<file path="src/rtl/ir_freq_pkg.sv">
// Shared widths, limits and FSM encoding for the IR carrier frequency meter.
package ir_freq_pkg;

  localparam int FREQ_W = 10;
  localparam logic [FREQ_W-1:0] FREQ_MAX = 10'd1023;

  typedef enum logic [1:0] {
    COUNT  = 2'd0,
    EVAL   = 2'd1,
    UPDATE = 2'd2
  } state_t;

  // Edge counters stick at FREQ_MAX instead of wrapping back to a small value.
  function automatic logic [FREQ_W-1:0] sat_inc(input logic [FREQ_W-1:0] v);
    return (v == FREQ_MAX) ? v : v + 1'b1;
  endfunction

endpackage

</file>
<file path="src/rtl/ir_edge_detect.sv">
// One IR channel: 2-FF synchronizer, optional deglitch (IR_FREQ_DEGLITCH_EN),
// and a registered single-cycle rising-edge pulse.
module ir_edge_detect #(
  parameter int MIN_PULSE = 16
) (
  input  logic clk,
  input  logic rst,
  input  logic din,
  output logic rise
);

  logic sync1;
  logic sync2;
  logic level;
  logic level_d;

  if (MIN_PULSE < 1) begin : g_bad_min_pulse
    $error("ir_edge_detect: MIN_PULSE must be at least 1");
  end

  always_ff @(posedge clk or posedge rst) begin
    if (rst) begin
      sync1 <= 1'b0;
      sync2 <= 1'b0;
    end else begin
      sync1 <= din;
      sync2 <= sync1;
    end
  end

`ifdef IR_FREQ_DEGLITCH_EN
  localparam int HOLD_W = $clog2(MIN_PULSE + 1);
  localparam logic [HOLD_W-1:0] HOLD_LAST = HOLD_W'(MIN_PULSE - 1);

  logic [HOLD_W-1:0] hold;

  // The filtered level follows only after MIN_PULSE consecutive cycles of disagreement.
  always_ff @(posedge clk or posedge rst) begin
    if (rst) begin
      level <= 1'b0;
      hold  <= '0;
    end else if (sync2 == level) begin
      hold <= '0;
    end else if (hold == HOLD_LAST) begin
      level <= sync2;
      hold  <= '0;
    end else begin
      hold <= hold + 1'b1;
    end
  end
`else
  assign level = sync2;
`endif

  always_ff @(posedge clk or posedge rst) begin
    if (rst) begin
      level_d <= 1'b0;
      rise    <= 1'b0;
    end else begin
      level_d <= level;
      rise    <= level & ~level_d;
    end
  end

endmodule

</file>
<file path="src/rtl/ir_freq_meter.sv">
// Gated edge counting on two IR channels with window-to-window agreement before
// publishing; build with IR_FREQ_DEGLITCH_EN to add the per-channel pulse filter.
module ir_freq_meter
  import ir_freq_pkg::*;
#(
  parameter int GATE_CYCLES    = 100_000_000,
  parameter int STABLE_WINDOWS = 2,
  parameter int TOL            = 8,
  parameter int MIN_PULSE      = 16
) (
  input  logic              clk,
  input  logic              reset,
  input  logic [1:0]        IR,
  output logic [FREQ_W-1:0] freq_out,
  output logic              freq_valid,
  output logic              stable,
  output logic              active_ch
);

  localparam int GW = (GATE_CYCLES > 2) ? $clog2(GATE_CYCLES) : 2;
  localparam logic [GW-1:0] GATE_LAST = GW'(GATE_CYCLES - 1);
  localparam int AW = 4;
  localparam logic [AW-1:0] AGREE_MAX = AW'(STABLE_WINDOWS);
  localparam logic [31:0] TOL_U = 32'(TOL);

  if (GATE_CYCLES < 4 || STABLE_WINDOWS < 1 || STABLE_WINDOWS > 15) begin : g_bad_params
    $error("ir_freq_meter: GATE_CYCLES >= 4 and STABLE_WINDOWS in 1..15 required");
  end

  logic [1:0]                   rise;
  logic [1:0][FREQ_W-1:0]       cnt;
  logic [GW-1:0]                gate;
  logic                         tc;
  state_t                       state;
  logic [FREQ_W-1:0]            cur;
  logic                         cur_ch;
  logic [FREQ_W-1:0]            prev;
  logic [AW-1:0]                agree;
  logic signed [FREQ_W:0]       diff;
  logic [FREQ_W:0]              abs_diff;
  logic                         within_tol;
  logic [AW-1:0]                agree_inc;

  for (genvar c = 0; c < 2; c++) begin : g_ch
    ir_edge_detect #(
      .MIN_PULSE(MIN_PULSE)
    ) u_edge (
      .clk (clk),
      .rst (reset),
      .din (IR[c]),
      .rise(rise[c])
    );
  end

  assign tc = (gate == GATE_LAST);

  always_ff @(posedge clk or posedge reset) begin
    if (reset) begin
      gate <= '0;
    end else if (tc) begin
      gate <= '0;
    end else begin
      gate <= gate + 1'b1;
    end
  end

  // An edge on the TC cycle seeds the next window rather than being dropped.
  always_ff @(posedge clk or posedge reset) begin
    if (reset) begin
      cnt <= '0;
    end else begin
      for (int c = 0; c < 2; c++) begin
        if (tc) begin
          cnt[c] <= rise[c] ? FREQ_W'(1) : '0;
        end else if (rise[c]) begin
          cnt[c] <= sat_inc(cnt[c]);
        end
      end
    end
  end

  assign diff       = $signed({1'b0, cur}) - $signed({1'b0, prev});
  assign abs_diff   = diff[FREQ_W] ? 11'(-diff) : 11'(diff);
  assign within_tol = ({21'd0, abs_diff} <= TOL_U);
  assign agree_inc  = (agree >= AGREE_MAX) ? AGREE_MAX : agree + 1'b1;

  always_ff @(posedge clk or posedge reset) begin
    if (reset) begin
      state      <= COUNT;
      cur        <= '0;
      cur_ch     <= 1'b0;
      prev       <= '0;
      agree      <= '0;
      freq_out   <= '0;
      freq_valid <= 1'b0;
      stable     <= 1'b0;
      active_ch  <= 1'b0;
    end else begin
      freq_valid <= 1'b0;
      unique case (state)
        COUNT: begin
          if (tc) begin
            // Channel 0 wins ties; channel 1 only when strictly larger.
            cur    <= (cnt[1] > cnt[0]) ? cnt[1] : cnt[0];
            cur_ch <= (cnt[1] > cnt[0]);
            state  <= EVAL;
          end
        end
        EVAL: begin
          agree <= within_tol ? agree_inc : AW'(1);
          prev  <= cur;
          state <= UPDATE;
        end
        UPDATE: begin
          if (cur == '0) begin
            freq_out   <= '0;
            stable     <= 1'b0;
            freq_valid <= 1'b1;
          end else if (agree >= AGREE_MAX) begin
            freq_out   <= cur;
            active_ch  <= cur_ch;
            stable     <= 1'b1;
            freq_valid <= 1'b1;
          end else begin
            stable <= 1'b0;
          end
          state <= COUNT;
        end
        default: state <= COUNT;
      endcase
    end
  end

endmodule
</file>
<file path="config.mk">
export PLATFORM = sky130hd
export DESIGN_NAME = ir_freq_meter
export DESIGN_NICKNAME = d
export VERILOG_FILES = /design/src/rtl/ir_freq_pkg.sv /design/src/rtl/ir_edge_detect.sv /design/src/rtl/ir_freq_meter.sv
export SDC_FILE = /design/constraint.sdc
export NUM_CORES = 1
export LEC_CHECK = 0
export ABC_AREA = 1
export CAP_MARGIN = 20
export CORE_MARGIN = 2
export CORE_UTILIZATION = 35
export CTS_CLUSTER_DIAMETER = 80
export CTS_CLUSTER_SIZE = 14
export DETAILED_ROUTE_END_ITERATION = 10
export PLACE_DENSITY = 0.57
export SETUP_SLACK_MARGIN = 0.05
export SLEW_MARGIN = 20
export SYNTH_ARGS = -nofsm -noshare
export SYNTH_HDL_FRONTEND = slang
export SYNTH_SLANG_ARGS = --single-unit
</file>
<file path="constraint.sdc">
create_clock -name clk -period 3.2 [get_ports clk]
set_input_delay 0.64 -clock clk [delete_from_list [all_inputs] [get_ports clk]]
set_output_delay 0.64 -clock clk [all_outputs]
set_load 0.02 [all_outputs]
</file>
# After elaboration in Yosys (flattened, before gate mapping)
# Index checks and enable logic that the tools add are counted.
[totals] reg_bits=95 output_inout_bits=13 wordCells=73
[op_classes] n_addsub=6 magnitude_cmp=3 eq_ne=8 n_mux=21 bitwise_logic=5 reduce_logical=10
[op_table] op="$mux 10" count=9
[op_table] op="$add 27x1->27 const B" count=1
[op_table] op="$eq 27x27->1 const B" count=1
[op_table] op="$mux 27" count=1
[op_table] op="$add 10x1->10 const B" count=2
[op_table] op="$eq 10x10->1 const B" count=2
[op_table] op="$le 11x4->1 const B" count=1
[op_table] op="$mux 11" count=1
[op_table] op="$neg 11->11" count=1
[op_table] op="$sub 10x10->11" count=1
[op_table] op="$gt 10x10->1" count=1
[op_table] op="$logic_not 10->1" count=1
[op_table] op="$mux 4" count=2
[op_table] op="$reduce_and 2->1" count=4
[op_table] op="$mux 1" count=6
[op_table] op="$ne 2x2->1 const B" count=3
[op_table] op="$reduce_bool 2->1" count=3
[op_table] op="$add 4x1->4 const B" count=1
[op_table] op="$ge 4x2->1 const B" count=1
[op_table] op="$pmux 2 s2" count=1
[op_table] op="$not 1->1" count=3
[op_table] op="$reduce_and 3->1" count=1
[op_table] op="$and 1x1->1" count=2
[op_table] op="$eq 2x1->1 const B" count=1
[op_table] op="other kinds (3)" count=3

# Logic depth before layout (Yosys ltp)
# Gate-level depths: netlist of the first run.
[depth] depth_word=5 mapped_depth=20 depth_no_buf=20

# By module
# From an unflattened synthesis of the first run, not the netlist that was laid out.
[hier_totals] cells_unflattened=703 hier_area_um2=5474.0
[modules_own_cells] mod="ir_freq_meter" instances=1 cells_per_inst=689 area_per_inst_um2=5246.3 seq_area_each_um2=2177.1
[modules_own_cells] mod="ir_edge_detect" instances=2 cells_per_inst=7 area_per_inst_um2=113.9 seq_area_each_um2=100.1

# Worst setup path before layout of the first run
# No wires, ideal clock.
[synth_timing] path_type="reg-to-reg" from="reg cur[0]" to="reg agree[0]" t_arrival_ps=2153 required_time_ps=3087 path_slack_ps=934 stages_incl_launch_ff=18 period_less_slack_ps=2266 cell_sequence="dfrtp_1 inv_1 ha_1 inv_1 fa_1 nand2_1 nand2_2 nand3_4 nand2_4 a21oi_4 buf_6 nand3b_1 nand3b_1 nand3_2 nor2_4 nand3_1 nand2_1 inv_1"
[synth_via] elab_chain_len=5
[synth_lines] element="start: declaration" line_no="ir_freq_meter.sv:35" rtl="logic [FREQ_W-1:0] cur;"
[synth_lines] element="start signal: assignment" line_no="ir_freq_meter.sv:104" rtl="cur <= (cnt[1] > cnt[0]) ? cnt[1] : cnt[0];"
[synth_lines] element="$sub 10x10->11 (*)" line_no="ir_freq_meter.sv:82" rtl="assign diff = $signed({1'b0, cur}) - $signed({1'b0, prev});"
[synth_lines] element="$neg 11->11" line_no="ir_freq_meter.sv:83" rtl="assign abs_diff = diff[FREQ_W] ? 11'(-diff) : 11'(diff);"
[synth_lines] element="$mux 11 (*)" line_no="ir_freq_meter.sv:83"
[synth_lines] element="$le 11x4->1 (*)" line_no="ir_freq_meter.sv:84" rtl="assign within_tol = ({21'd0, abs_diff} <= TOL_U);"
[synth_lines] element="$mux 4 (*)" line_no="ir_freq_meter.sv:110" rtl="agree <= within_tol ? agree_inc : AW'(1);"
[synth_lines] element="end signal: assignment" line_no="ir_freq_meter.sv:110"
[synth_lines] element="end: declaration" line_no="ir_freq_meter.sv:38" rtl="logic [AW-1:0] agree;"
# Mark *: on every way between the ends. The rest lies on a longest branch, timed or not.
# A chain may end at the register's enable or synchronous reset.

# Worst setup path in the final report of the first run
# Same ends and word-level chain as after synthesis.

==> results of run 1 <==
sequential cells by signal, indices dropped and copies added (netlist names):
name / cells
active_ch: 1
agree: 4
cnt: 20
cur: 10
cur_ch: 1
freq_out: 10
freq_valid: 1
g_ch.u_edge.level: 2
g_ch.u_edge.level_d: 2
g_ch.u_edge.rise: 2
g_ch.u_edge.sync1: 2
gate: 27
prev: 10
stable: 1
state: 2
worst paths after layout:
path	from	to	slack (ns)
max	cur[0]	agree[0]	0.60
min	g_ch[0].u_edge.sync1	g_ch[0].u_edge.level	0.35
max reg2reg	cur[0]	agree[0]	0.60
min reg2reg	g_ch[0].u_edge.sync1	g_ch[0].u_edge.level	0.35
max in group asynchronous	reset	gate[18]	1.84
min in group asynchronous	reset	prev[5]	0.68
through the flow:
step	util [%]	total power, mW
6_report	40.24	2.868
4_1_cts	40.24	2.907
3_5_place_dp	38.26	1.813
3_3_place_gp	38.26	1.801
2_1_floorplan	-	1.702
5_1_grt	40.24	3.038
metal layers:
metal / up-vias / global-route usage [%] / share of wire (%)
li1: 2236 / - / -
met1: 2054 / 19.27 / 48
met2: 47 / 25.63 / 48
met3: 14 / 2.495 / 2.2
met4: 0 / 6.969 / 1.7
met5: - / 0 / 0
worst max-delay path, stage by stage (launching register included):
cell and delay (ns):
dfrtp_1 0.40, inv_1 0.09, ha_1 0.14, inv_1 0.06
fa_1 0.41, nand2_1 0.12, nand2_2 0.11, nand3_4 0.09
nand2_4 0.07, a21oi_4 0.31, inv_1 0.08, nand2_1 0.07
nand2_1 0.06, nor2_2 0.11, nand3_2 0.10, nor2_4 0.11
nand3_1 0.08, nand2_1 0.06, inv_1 0.03
power breakdown:
part           internal, mW  switching [mW]
registers              1.26          0.0814
logic                 0.144           0.306
clock network         0.630           0.446
total                  2.04           0.833
cells in the final DEF (no fill, tap or decap), types with 5 or more instances in the layout:
cell / instances
mux2_2: 10
inv_1: 101
ha_1: 25
clkdlybuf4s50_1: 16
nor2_1: 46
nand4_1: 7
nand2_1: 154
o21ai_0: 31
nand3_1: 51
nor2_2: 8
dfrtp_1: 95
nor3_1: 17
o21a_1: 5
clkbuf_16: 9
a211oi_1: 7
a21oi_1: 36
nand2_2: 7
kinds of logic after synthesis:
family,after synthesis,synth area share (%)
compound gates,100,11.50
mux,10,2.073
xor+xnor,6,0.9675
simple gates,313,26.98
flops,95,43.77
fa+ha+maj,26,6.128
buf+inv,117,8.592
final cells by class:
class | instances | area, um2
clock buffers | 12 | 246.5
clock inverters | 4 | 53.80
fillers | 1556 | 9085
inverters | 108 | 414.1
multi-input cells | 455 | 2587
flip-flops and latches | 95 | 2377
well taps | 188 | 235.2
repair buffers | 20 | 202.7
==> metrics.txt, run 1 <==
Remaining Overflow, GRT=0; largest net degree at the start of global routing=39; total setup buffers inserted after CTS=0; outcome=finished clean; minimum setup slack after placement=0.6085 ns; clock latency reported for the late side of the worst-skew pair=0.34 ns; Final ANT Viol Nets=0; clk slew on worst S/H paths=0.06 ns; Row Count=between 40 and 50; yosys warns=0; WP data arrival=around 2.8 ns; CTS root buffer=clkbuf_16; wire length of the first global-routing pass=20.35 mm; Layout Area Growth over Synthesis=12.62%; share of synthesized flip-flops with an asynchronous set or reset=100.0%; worst hold path stage count=0; critical path class=reg2reg; Cells after Synth=667; final slew viol count=0; commonest register cell after synthesis=dfrtp_1; transition time at the pin with the least slew margin=0.7598 ns; fraction of synthesized cell area taken by the top area cell type=between 40 and 50%; die height=128.6 um; TritonRoute pass-1 iters=4; die area=between 15,000 and 20,000 um2; final total negative setup slack=0 ns; achievable frequency=between 300 and 400 MHz; worst hold margin=around 0.35 ns; first-iteration detailed-routing DRC count=211; required time at the endpoint of the critical path=around 3.4 ns; Resized cells post-CTS=0; global-route usage over all layers=15.22%; horizontal extent of the die=128.6 um; initial standard-cell utilization of the core=roughly 36%; Final Setup Violations=0; instance area at placement=slightly below 6000 um2; Net count, final=between 700 and 800; number of buffers inserted during clock tree synthesis=9; final HPWL from detailed placement=8.512 mm; sort of element at the start of the critical path=flop; Register-to-Register Path Depth=18; post-route fraction of the period consumed by the critical path=81.29%; final worst slack=roughly 0.60 ns; Clock Path Buffers=2; io pins=17; number of max-cap violations=0; number of hold-repair buffers added at the cts stage=0; Lkg Pwr=3.165 nW; most instantiated cells after synthesis=nand2_1 (154), inv_1 (102), dfrtp_1 (95), nand3_1 (51), nor2_1 (46); cell taking the most area after synthesis=dfrtp_1; diodes inserted=0; #FFs+latches synth=95; antenna violations before repair=0; CTS Sinks=95; post-synthesis net count=697; share of layout cells above drive strength 1=10.09%; number of distinct library cells after synthesis=47; most area-consuming cells after synthesis=dfrtp_1 (44%), nand2_1 (11%), inv_1 (7.0%), ha_1 (5.8%), nand3_1 (4.7%); summed instance area of the synthesized netlist=5431 um2; number of placed instances, taps included=866; number of enable flip-flop cells after synthesis=0; kind of capture point of the worst setup path=flop; power per cell area=between 400 and 500 nW/um2; number of hold violations in the final report=0; vias in the first global route=4,426; Mean Syn Cell Area=8.143 um2; number of buffer cells added on primary ports=16; routability cong.=0.8631; sequential cell area fraction in the yosys report=43.77%; detailed-route wire length per cell=12.90 um; detailed-route via count=4,351; class of the tightest hold or removal check=reg2reg; Cell Count, Final, Fillers Out=882; core region area=15,200 um2; CTS tree=done; most common cell in the netlist=nand2_1; Vias/cell=4.933; clock period minus worst slack=2.601 ns; summed area of non-filler cells in the final layout=6117 um2; CTS H-tree lvls=3; routed wire length=11.38 mm; worst-case headroom to the max-slew limit=49.20%; highest ir drop seen on vdd=0.0002581 V; worst clock skew on the final layout=~0.0052 ns; DRC violation count after routing=0; RSZ-0062 raised after global routing=no; maximum fanout along the worst path=13
No activity file was read; power rests on OpenSTA's default activity.
==> run 2: changes to the inputs <==
==> constraint.sdc (replaced) <==
create_clock -name clk -period 2.28 [get_ports clk]
set_input_delay 0.456 -clock clk [delete_from_list [all_inputs] [get_ports clk]]
set_output_delay 0.456 -clock clk [all_outputs]
set_load 0.02 [all_outputs]
==> run 2 against run 1 <==
The run now ends with setup timing left. Routed wire length grew 7.6%. Worst setup slack worse by 0.70 ns. Fmax up 9.3%.
==> metrics.txt, run 2 (synthesis results as in run 1) <==
outcome=finished, violations left (was finished clean); failing checks=setup timing; sort of element at the start of the critical path=flop (unchanged); Top Family by Delay on Critical Path=simple AND/OR/NAND/NOR gates (unchanged); power dissipated by switching net loads=1.200 mW (was 832.8 uW); cell-internal power=2.993 mW (was 2.035 mW); Worst Hold Launch=g_ch[0].u_edge.sync1 (unchanged); clock latency reported for the late side of the worst-skew pair=0.34 ns (about the same); Worst path max stage delay=0.38 ns (was 0.41 ns); die area=16,530 um2 (unchanged); first-iteration detailed-routing DRC count=197 (was 211); worst hold margin=0.3485 ns (was 0.3472 ns); leading cell type in the layout, fill and taps excluded=nand2_1 (unchanged); die height=128.6 um (unchanged); antenna violations before repair=0 (unchanged); worst-case headroom to the max-slew limit=68.40% (was 49.20%); CTS root buffer=clkbuf_16 (unchanged); number of placed instances, taps included=889 (was 866); Most Frequent Cell on Critical Path=nand2_1; final slew viol count=0 (unchanged); clock period minus worst slack=2.381 ns (was 2.601 ns); Cell Count, Final, Fillers Out=911 (was 882); worst hold path stage count=0 (unchanged); global-route usage over all layers=15.75% (was 15.22%); Register-to-Register Path Depth=20 (was 18); clock share of power=36.2% (was 37.5%); Regs by FF count=gate x27, cnt x20 (unchanged); detailed-route wire length per cell=13.44 um (was 12.90 um); Clock Path Buffers=2 (unchanged); critical path class=reg2reg (unchanged); share of layout cells above drive strength 1=17.15% (was 10.09%); beginning of the worst register-to-register path=cur[0] (unchanged); vias in the first global route=4,589 (was 4,426); WP data arrival=2.62 ns (was 2.84 ns); maximum fanout along the worst path=3 (was 13); highest ir drop seen on vdd=0.0003754 V (was 0.0002581 V); most flop-heavy register=gate (unchanged); transition time at the pin with the least slew margin=0.4697 ns (was 0.7598 ns); register-to-register setup slack=-0.10 ns (was 0.60 ns); initial standard-cell utilization of the core=35.73% (unchanged); worst reg2reg endpoint=agree[0] (unchanged); number of hold violations in the final report=0 (unchanged); horizontal extent of the die=128.6 um (unchanged); Layout Area Growth over Synthesis=19.65% (was 12.62%); detailed-route via count=4,530 (was 4,351); class of the tightest hold or removal check=reg2reg (unchanged); RSZ-0062 raised after global routing=yes (was no); Worst path depth=20 (was 18); routed wire length=12.25 mm (was 11.38 mm); required time at the endpoint of the critical path=2.52 ns (was 3.44 ns); diodes inserted=0 (unchanged); power share of the combinational group=19.1% (was 15.7%); kind of capture point of the worst setup path=flop (unchanged); Vias/cell=4.973 (was 4.933); CTS tree=done (unchanged); Final Setup Violations=3 (was 0); routability cong.=0.9059 (was 0.8631); crit-path cells=inv_2 -> ha_4 -> inv_4 -> fa_2 -> inv_1 -> nand2_1 -> nand2_1 -> nand2_2 -> nor2_4 -> nand2_1 -> nor2_1 -> nand3_1 -> nand2_1 -> nand2_1 -> nand2_1 -> nand2_1 -> nor2_4 -> nand3_2 -> nand2_1 -> inv_1 (was inv_1 -> ha_1 -> inv_1 -> fa_1 -> nand2_1 -> nand2_2 -> nand3_4 -> nand2_4 -> a21oi_4 -> inv_1 -> nand2_1 -> nand2_1 -> nor2_2 -> nand3_2 -> nor2_4 -> nand3_1 -> nand2_1 -> inv_1); number of buffers inserted during clock tree synthesis=9 (unchanged); final worst slack=-0.1006 ns (was 0.5988 ns); commonest non-fill, non-tap cells in the layout=nand2_1 (150), inv_1 (98), dfrtp_1 (94) (was nand2_1 (154), inv_1 (101), dfrtp_1 (95)); achievable frequency=420.1 MHz (was 384.4 MHz); worst clock skew on the final layout=0.006096 ns (was 0.005166 ns); CTS H-tree lvls=3 (unchanged); final HPWL from detailed placement=9.152 mm (was 8.512 mm); post-route fraction of the period consumed by the critical path=104.4% (was 81.29%); overall power=4.193 mW (was 2.868 mW); DRC violation count after routing=0 (unchanged); power per cell area=645.2 nW/um2 (was 468.8 nW/um2); critical-path cell with the highest stage delay=dfrtp_1 (was fa_1); Lkg Pwr=3.342 nW (was 3.165 nW); number of buffer cells added on primary ports=16 (unchanged); Remaining Overflow, GRT=0 (unchanged); io pins=17 (unchanged); Net count, final=749 (was 719); end of the worst hold path=g_ch[0].u_edge.level (unchanged); proportion of power drawn by flip-flops and latches=44.8% (was 46.8%); Row Count=45 (unchanged); minimum setup slack after placement=-0.1200 ns (was 0.6085 ns); core region area=15,200 um2 (unchanged); number of flip-flops in the largest register=27 (unchanged); number of max-cap violations=0 (unchanged); wire length of the first global-routing pass=20.86 mm (was 20.35 mm); buffer and inverter count on the worst path=4 (unchanged); largest net degree at the start of global routing=46 (was 39); TritonRoute pass-1 iters=6 (was 4); clk slew on worst S/H paths=0.06 ns (about the same); Layout Utilization=42.75% (was 40.24%); fraction of power spent switching nets=28.62% (was 29.04%); CTS Sinks=95 (unchanged); Final ANT Viol Nets=0 (unchanged)
[run 2: cell types whose count changed in the layout (fill, tap and decap cells not counted), sizes merged]
cell and delta:
buf +30, clkinvlp +1, clkinv +1, inv -3
[run 2: worst register-to-register path, stage by stage, from the launching register on]
cell     delay (ns)
dfrtp_1        0.38
inv_2          0.08
ha_4           0.14
inv_4          0.03
fa_2           0.37
inv_1          0.07
nand2_1        0.04
nand2_1        0.06
nand2_2        0.08
nor2_4         0.14
nand2_1        0.07
nor2_1         0.09
nand3_1        0.11
nand2_1        0.08
nand2_1        0.05
nand2_1        0.07
nand2_1        0.09
nor2_4         0.15
nand3_2        0.08
nand2_1        0.06
inv_1          0.04
[run 2: metal layers]
metal  vias to the layer above  wire length, um  GRT usage, %
met2                        73             6370         28.60
met3                        20              364         4.033
li1                       2288                -             -
met1                      2149             5309         17.97
met4                         0              203         5.499
met5                         -                0             0
[run 2: stage by stage]
stage | TNS, ns | cell area [um2]
6_report | -0.1925 | 6499
5_1_grt | -0.7372 | 6499
4_1_cts | -0.2212 | 6364
3_5_place_dp | -0.2882 | 6006
3_3_place_gp | 0 | 6006
2_1_floorplan | 0 | 5438
[run 2: power groups by stage]
| stage | sequential (mW) | combinational [mW] | clock, mW |
|---|---|---|---|
| 6_report | 1.88 | 0.800 | 1.52 |
| 5_1_grt | 1.89 | 0.920 | 1.63 |
| 4_1_cts | 1.87 | 0.687 | 1.56 |
| 3_5_place_dp | 1.90 | 0.685 | 0 |
| 3_3_place_gp | 1.90 | 0.667 | 0 |
| 2_1_floorplan | 1.87 | 0.518 | 0 |
[run 2: worst max path at each step]
stage | from | endpoint | slack [ns]
after floorplan | cur[0] | agree[0] | 0.06
after global placement | cur[0] | agree[0] | 0.01
after detailed placement | cur[0] | agree[1] | -0.12
after CTS | cur[0] | agree[0] | -0.09
after global routing | cur[0] | agree[0] | -0.28
final | cur[0] | agree[0] | -0.10
[run 2: layout make-up]
| cell class | instances | area (um2) |
|---|---|---|
| Timing Repair Buffer | 50 | 451.7 |
| Fill cell | 1508 | 8703 |
| Tap cell | 188 | 235.2 |
| Clock inverter | 3 | 42.54 |
| Inverter | 108 | 421.7 |
| Multi-Input combinational cell | 455 | 2713 |
| Sequential cell | 95 | 2379 |
| Clock buffer | 12 | 256.5 |
[run 2: timing repair]
action	in CTS	in global routing
gates resized for setup	14	20
buffers inserted	1	6
hold buffers	0	0
endpoints found under the setup margin	3	25
pin swaps	12	6
endpoints found under the hold margin	0	0
